==> src/rtl/axi4l_pkg.sv <==
// Shared AXI4-Lite types and constants for the core <-> AXI4-Lite bridges.
package axi4l_pkg;

   // AXI response codes; bit 1 set means the access failed
   typedef enum logic [1:0] {
      OKAY   = 2'b00,
      EXOKAY = 2'b01,
      SLVERR = 2'b10,
      DECERR = 2'b11
   } resp_t;

   // AxPROT encoding
   typedef logic [2:0] prot_t;

   localparam prot_t PROT_DATA  = 3'b000;
   localparam prot_t PROT_INSTR = 3'b100;

   // SLVERR and DECERR are both reported to the core as an error
   function automatic logic resp_is_err(input logic [1:0] resp);
      return (resp == SLVERR) || (resp == DECERR);
   endfunction

endpackage

==> src/rtl/core2axi4l.sv <==
// Ibex-style req/gnt/rvalid memory port to AXI4-Lite master bridge.
// One transaction in flight; the next request can be granted in the
// same cycle that the current response is returned to the core.
module core2axi4l
   import axi4l_pkg::*;
#(
   parameter int    AW   = 32,
   parameter int    DW   = 32,
   parameter prot_t PROT = PROT_DATA
) (
   input  logic            aclk,
   input  logic            areset,
   // core side
   input  logic            core_req,
   output logic            core_gnt,
   input  logic            core_we,
   input  logic [DW/8-1:0] core_be,
   input  logic [AW-1:0]   core_addr,
   input  logic [DW-1:0]   core_wdata,
   output logic            core_rvalid,
   output logic [DW-1:0]   core_rdata,
   output logic            core_err,
   // AXI write address channel
   output logic            awvalid,
   input  logic            awready,
   output logic [AW-1:0]   awaddr,
   output logic [2:0]      awprot,
   // AXI write data channel
   output logic            wvalid,
   input  logic            wready,
   output logic [DW-1:0]   wdata,
   output logic [DW/8-1:0] wstrb,
   // AXI write response channel
   input  logic            bvalid,
   output logic            bready,
   input  logic [1:0]      bresp,
   // AXI read address channel
   output logic            arvalid,
   input  logic            arready,
   output logic [AW-1:0]   araddr,
   output logic [2:0]      arprot,
   // AXI read data channel
   input  logic            rvalid,
   output logic            rready,
   input  logic [DW-1:0]   rdata,
   input  logic [1:0]      rresp
);

   typedef enum logic [2:0] {IDLE, AR, R, AWW, B} state_t;

   // Word-aligned AXI addresses: the byte offset travels in the strobes
   localparam logic [AW-1:0] ADDR_MASK = ~AW'(3);

   state_t          state;
   logic [AW-1:0]   addr_q;
   logic [DW/8-1:0] be_q;
   logic [DW-1:0]   wdata_q;
   logic            we_q;

   logic r_done;
   logic b_done;
   logic resp_done;
   logic aw_done;
   logic w_done;

   assign r_done    = (state == R) && rvalid;
   assign b_done    = (state == B) && bvalid;
   assign resp_done = r_done || b_done;

   // A pending flag counts as done once it has dropped or completes this cycle
   assign aw_done = !awvalid || awready;
   assign w_done  = !wvalid  || wready;

   assign core_gnt    = core_req && ((state == IDLE) || resp_done);
   assign core_rvalid = resp_done;
   assign core_rdata  = (r_done && !we_q) ? rdata : '0;
   assign core_err    = (r_done && resp_is_err(rresp)) || (b_done && resp_is_err(bresp));

   assign awaddr = addr_q;
   assign araddr = addr_q;
   assign wdata  = wdata_q;
   assign wstrb  = be_q;
   assign awprot = PROT;
   assign arprot = PROT;

   // Transaction FSM; all AXI valids/readies are registered here
   // NOTE: the async reset clears every register, including the address/data
   // holding registers, so nothing is left undefined after a mid-txn reset.
   always_ff @(posedge aclk or posedge areset) begin
      if (areset) begin
         state   <= IDLE;
         arvalid <= 1'b0;
         awvalid <= 1'b0;
         wvalid  <= 1'b0;
         rready  <= 1'b0;
         bready  <= 1'b0;
         addr_q  <= '0;
         be_q    <= '0;
         wdata_q <= '0;
         we_q    <= 1'b0;
      end else begin
         // NOTE: non-blocking assignments only; the accept branch below is
         // placed last so that it overrides the return to IDLE when a new
         // request is granted in the response cycle.
         case (state)
            AR: begin
               if (arready) begin
                  arvalid <= 1'b0;
                  rready  <= 1'b1;
                  state   <= R;
               end
            end
            AWW: begin
               if (awready) awvalid <= 1'b0;
               if (wready)  wvalid  <= 1'b0;
               if (aw_done && w_done) begin
                  bready <= 1'b1;
                  state  <= B;
               end
            end
            R, B: begin
               if (resp_done) begin
                  rready <= 1'b0;
                  bready <= 1'b0;
                  state  <= IDLE;
               end
            end
            default: ;
         endcase

         if (core_gnt) begin
            addr_q  <= core_addr & ADDR_MASK;
            be_q    <= core_be;
            wdata_q <= core_wdata;
            we_q    <= core_we;
            if (core_we) begin
               awvalid <= 1'b1;
               wvalid  <= 1'b1;
               state   <= AWW;
            end else begin
               arvalid <= 1'b1;
               state   <= AR;
            end
         end
      end
   end

   // A response is only ever returned while a transaction is in its response phase
   a_rvalid_owned: assert property (@(posedge aclk) disable iff (areset)
      core_rvalid |-> ((state == R) || (state == B)));

   // A new transaction is only accepted once the previous one has finished
   a_one_outstanding: assert property (@(posedge aclk) disable iff (areset)
      core_gnt |-> ((state == IDLE) || resp_done));

endmodule

==> config.mk <==
export PLATFORM = sky130hd
export DESIGN_NAME = core2axi4l
export DESIGN_NICKNAME = d
export VERILOG_FILES = /design/src/rtl/axi4l_pkg.sv /design/src/rtl/core2axi4l.sv
export SDC_FILE = /design/constraint.sdc
export NUM_CORES = 1
export LEC_CHECK = 0
export CORE_MARGIN = 3
export CORE_UTILIZATION = 36
export DETAILED_ROUTE_END_ITERATION = 10
export HOLD_SLACK_MARGIN = 0.1
export PLACE_DENSITY_LB_ADDON = 0.3
export SLEW_MARGIN = 25
export SYNTH_ARGS = -nofsm -noshare
export SYNTH_HDL_FRONTEND = slang
export SYNTH_SLANG_ARGS = --single-unit
==> constraint.sdc <==
create_clock -name aclk -period 3.2 [get_ports aclk]
set_input_delay 0.48 -clock aclk [delete_from_list [all_inputs] [get_ports aclk]]
set_output_delay 0.48 -clock aclk [all_outputs]
set_load 0.005 [all_outputs]
After elaboration in Yosys (flattened, before gate mapping). Cells that the tools add are included.

Eq/ne operators: 14. Reductions and logical operators: 25. Muxes and demuxes: 24.

Operators by type and width (number): $mux W32 (1); $mux W1 (15); $mux W3 (4); $ne A3 B3 Y1 const B (3); $pmux W3 S3 (1); $eq A2 B2 Y1 const B (4); $logic_and A1 B1 Y1 (7); $logic_or A1 B1 Y1 (7); $eq A3 B2 Y1 const B (2); $ne A2 B2 Y1 const B (3); $reduce_and A3 Y1 (2); $pmux W1 S2 (2); $reduce_and A4 Y1 (1); $reduce_bool A2 Y1 (2); $reduce_bool A4 Y1 (1); $eq A3 B1 Y1 const B (1); $eq A3 B3 Y1 const B (1); $logic_not A1 Y1 (3); $logic_not A3 Y1 (1); $mux W2 (1); $reduce_or A2 Y1 (1).

Flip-flop bits (word level): 75. Output and inout port bits: 146. Input bits: 113.

Longest topological paths before layout.
Depth in word-level cells: 7. Gate-level depth with buffers: 6.

Worst setup path after synthesis. Ideal clock, no wire load.

Kind: flip-flop to output port. Start: reg state[2]. End: out core_rdata[11]. Data required time: 2.720 ns. Data arrival time: 1.191 ns. Stages on the path, launching flop included: 5. Buffers on the path: 1. Path slack: 1.529 ns. Cells stage by stage: dfrtp_1 nand2b_1 nor4b_2 clkbuf_2 and2_1.

Cells in the longest elaborated chain, start to end: 4.

RTL lines: from (decl) (RTL line core2axi4l.sv:54) `state_t state;`; from (signal assigned) (RTL line core2axi4l.sv:91) `state <= IDLE;`; from (signal assigned) (RTL line core2axi4l.sv:110) `state <= R;`; from (signal assigned) (RTL line core2axi4l.sv:118) `state <= B;`; $eq A3 B2 Y1 (RTL line core2axi4l.sv:66) `assign r_done = (state == R) && rvalid;`; $logic_and A1 B1 Y1 (RTL line core2axi4l.sv:66); $logic_and A1 B1 Y1 (RTL line core2axi4l.sv:76) `assign core_rdata = (r_done && !we_q) ? rdata : '0;`; $mux W32 (RTL line core2axi4l.sv:76); to (decl) (RTL line core2axi4l.sv:21) `output logic [DW-1:0] core_rdata,`.

Every way passes these cells.

Worst setup path in the final report.
Start: reg state[2]. End: out core_rdata[29].

The elaborated chain is that of the path after synthesis.

==> key figures <==
Run status
  • Status: finished clean

GRT
  • Largest net degree at the start of global routing: 71
  • First-pass GRT wire length: approximately 16 mm
  • All-layer global routing usage: 0.1699
  • Vias in the first global route: a little under 3,000
  • GR Overflow Total: 0
  • Initial antenna violation count: 0

Timing
  • Setup violators final: 0
  • Skew final: a little over 0.008 ns
  • Fin crit period: between 2 and 3 ns
  • Max_slew headroom: 0.5325
  • Final Hold Fails: 0
  • Measured slew at the worst slew-check pin: 0.7002 ns
  • Final slew viol count: 0
  • Final period util: 0.8714
  • RSZ-0062 raised after global routing: no
  • Post-Route Setup TNS: 0 ns
  • Max Freq: roughly 360 MHz

Pwr
  • Net Sw Frac: 0.2861
  • Net Switching: between 1.5 and 2 mW
  • Gate power share: 0.534
  • P_int: approximately 3.8 mW
  • Pwr Density: approximately 860 mW/mm^2
  • Clock Power Share: 0.126
  • Sequential power share: 0.340
  • VDD IR max: approximately 0.43 mV
  • Pleak: between 2 and 3 nW

Critical path
  • CP max-delay cell: clkdlybuf4s50_1
  • Reg2Reg Capture Point: wdata[15]$_DFFE_PP0P_
  • Kind of critical path: reg2out
  • Startpoint types: flop
  • Max FO, Critical Path: 32
  • CP max stage delay: between 0.5 and 0.6 ns
  • Worst-path cell chain: nand2b_1 > nor4b_2 > buf_4 > and2_1 > clkdlybuf4s50_1
  • Reg2reg path depth: 6
  • Crit Reg-Reg Startpoint: state[1]$_DFFE_PP0P_
  • CP arrival: ~2.3 ns
  • Crit end category: output port
  • Reg-to-reg slack, setup: ~1.3 ns
  • Worst EP required: 2.72 ns

Hold path
  • Hold path cells: 1
  • Hold_sp: wdata[15]$_DFFE_PP0P_
  • Min-delay worst type: reg2reg
  • End of the worst hold path: wdata[15]$_DFFE_PP0P_

Final layout
  • Fin util: 0.6244
  • Ant. Diodes: 0
  • Fin nets: a little under 600
  • P&R area growth vs syn: 65.05%
  • Layout cells sized above 1: 0.1869

Yosys
  • Top-count cell post-synth: dfrtp_1
  • Synth Cell Area: roughly 0.0038 mm^2
  • Share of the synthesized area in the top cell type: 0.4983
  • Cell variety after synth: 30
  • Synth area leaders: dfrtp_1 50%, mux2_4 26%, buf_4 8.0%, and2_1 5.3%, buf_8 2.4%
  • Ys Warns: 0
  • Post-synth EDFFs: 0
  • Yosys top cell by area: dfrtp_1
  • Post-synth ARST share: 1.000
  • Synth Area per Inst: between 10 and 15 um^2
  • #FFs+latches synth: 75
  • Post-synth top cells: 75 x dfrtp_1, 66 x mux2_4, 40 x buf_4
  • Post-Synthesis Cells: roughly 270
  • Sequential element share of the synthesized area: 0.4983
  • Post-synth top flop: dfrtp_1

Floorplanning
  • Die ar.: ~0.012 mm^2
  • Die width: about 110 um
  • Die height: around 110 um
  • Io pins: 259
  • Row count: 36
  • CORE AREA: between 0.009 and 0.01 mm^2
  • Initial Utilization: 0.3783

Flow run
  • Maxcap violations: 0

Route
  • Met3 routed WL: roughly 700 um
  • Top sig layer: met4
  • Routed wire length per instance: 16.20 um
  • Routed Antenna Nets: 0
  • DR WL met2: between 5 and 6 mm
  • DRT Pass-1 Iters: 4
  • DRC: 0
  • Final WL: ~10 mm
  • Metal-1 WL: between 3 and 4 mm
  • Vias per inst: ~4.3
  • Initial DRC count: 107
  • Routed vias: between 2,000 and 3,000

CTS
  • Hold_buf cts: 0
  • Latest clock arrival within the worst-skew pair: between 0.3 and 0.4 ns
  • H-tree depth: 3
  • Postcts setup bufs: 0
  • CTS tree: built
  • Clock sinks: 75
  • Post-cts sizing count: 0
  • Clock-pin slew on the worst setup and hold paths: about 0.080 ns
  • Cts bufs inserted: 9
  • Longest Clk Path Bufs: 2
  • Clock root cell: clkbuf_8

Placed design
  • HPWL Detailed: 7.653 mm
  • Port bufs: around 240
  • Routability cong.: roughly 0.76
[stage by stage]
stage / power, mW / setup WS [ns] / cell area [um^2] / hold WS (ns) / std cells
floorplan: 3.319 / 0.8100 / 3800 / 0.4828 / 276
global placement: 4.675 / 0.4687 / 6031 / 0.4734 / 604
detailed placement: 4.726 / 0.4273 / 6031 / 0.4854 / 604
CTS: 5.455 / 0.3804 / 6216 / 0.5060 / 620
global route: 5.703 / 0.1882 / 6216 / 0.5238 / 620
finish: 5.364 / 0.4116 / 6216 / 0.4953 / 620
[metal layers]
metal / vias to the layer above / global-route usage
li1: 1270 / -
met1: 1304 / 0.2040
met2: 109 / 0.2980
met3: 13 / 0.04239
met4: 0 / 0.05591
met5: - / 0
[power groups by stage]
stage          clock network (mW)  registers (mW)  logic, mW
6_report                    0.677            1.82       2.86
5_1_grt                     0.748            1.90       3.06
4_1_cts                     0.712            1.83       2.92
3_5_place_dp                    0            1.82       2.90
3_3_place_gp                    0            1.81       2.86
2_1_floorplan                   0            1.79       1.53
[worst max path at each step]
stage | startpoint | end | slack, ns
floorplan | areset | araddr[10]$_DFFE_PP0P_ | 0.81
global placement | rvalid | core_rdata[19] | 0.47
detailed placement | rvalid | core_rdata[5] | 0.43
CTS | state[2]$_DFFE_PP0P_ | core_rdata[5] | 0.38
global route | state[2]$_DFFE_PP0P_ | core_rdata[24] | 0.19
finish | state[2]$_DFFE_PP0P_ | core_rdata[29] | 0.41
[critical path, delay by kind of cell (launching register included)]
| kind | cells | cell delay [ns] |
|---|---|---|
| flip-flops | 1 | 0.50 |
| buffers and inverters | 2 | 0.80 |
| AND/OR/NAND/NOR | 3 | 0.67 |
[flip-flops by register name (all words and copies together) (netlist names)]
signal	count
state	3
bready	1
we_q	1
awvalid	1
wdata	32
wstrb	4
arvalid	1
rready	1
wvalid	1
araddr	30
[layout make-up]
| type | count | area, um^2 |
|---|---|---|
| multi-input cells | 144 | 1474 |
| repair buffers | 247 | 2490 |
| clock inverters | 6 | 47.55 |
| flip-flops and latches | 75 | 1877 |
| well taps | 133 | 166.4 |
| inverters | 5 | 23.77 |
| clock buffers | 10 | 137.6 |
| fillers | 806 | 3739 |
[layout by cell type (no fill, tap or decap), types with 3 or more instances in the layout]
cell	instances
mux2_4	66
clkinvlp_4	4
nand2_1	4
o21ai_0	7
and2_1	32
clkbuf_8	10
inv_6	3
dfrtp_1	75
clkdlybuf4s50_1	244
nand2b_1	3
conb_1	10
inv_1	3
nor2_1	4
[logic make-up after synthesis]
| kind of cell | share of synthesized area |
|---|---|
| AO/OA/AOI/OAI | 0.02558 |
| buffers and inverters | 0.1193 |
| flip-flops | 0.4983 |
| multiplexers | 0.2661 |
| other | 0.0009957 |
| AND/OR/NAND/NOR | 0.08970 |
Note: power is estimated with default switching activity, not from simulation.
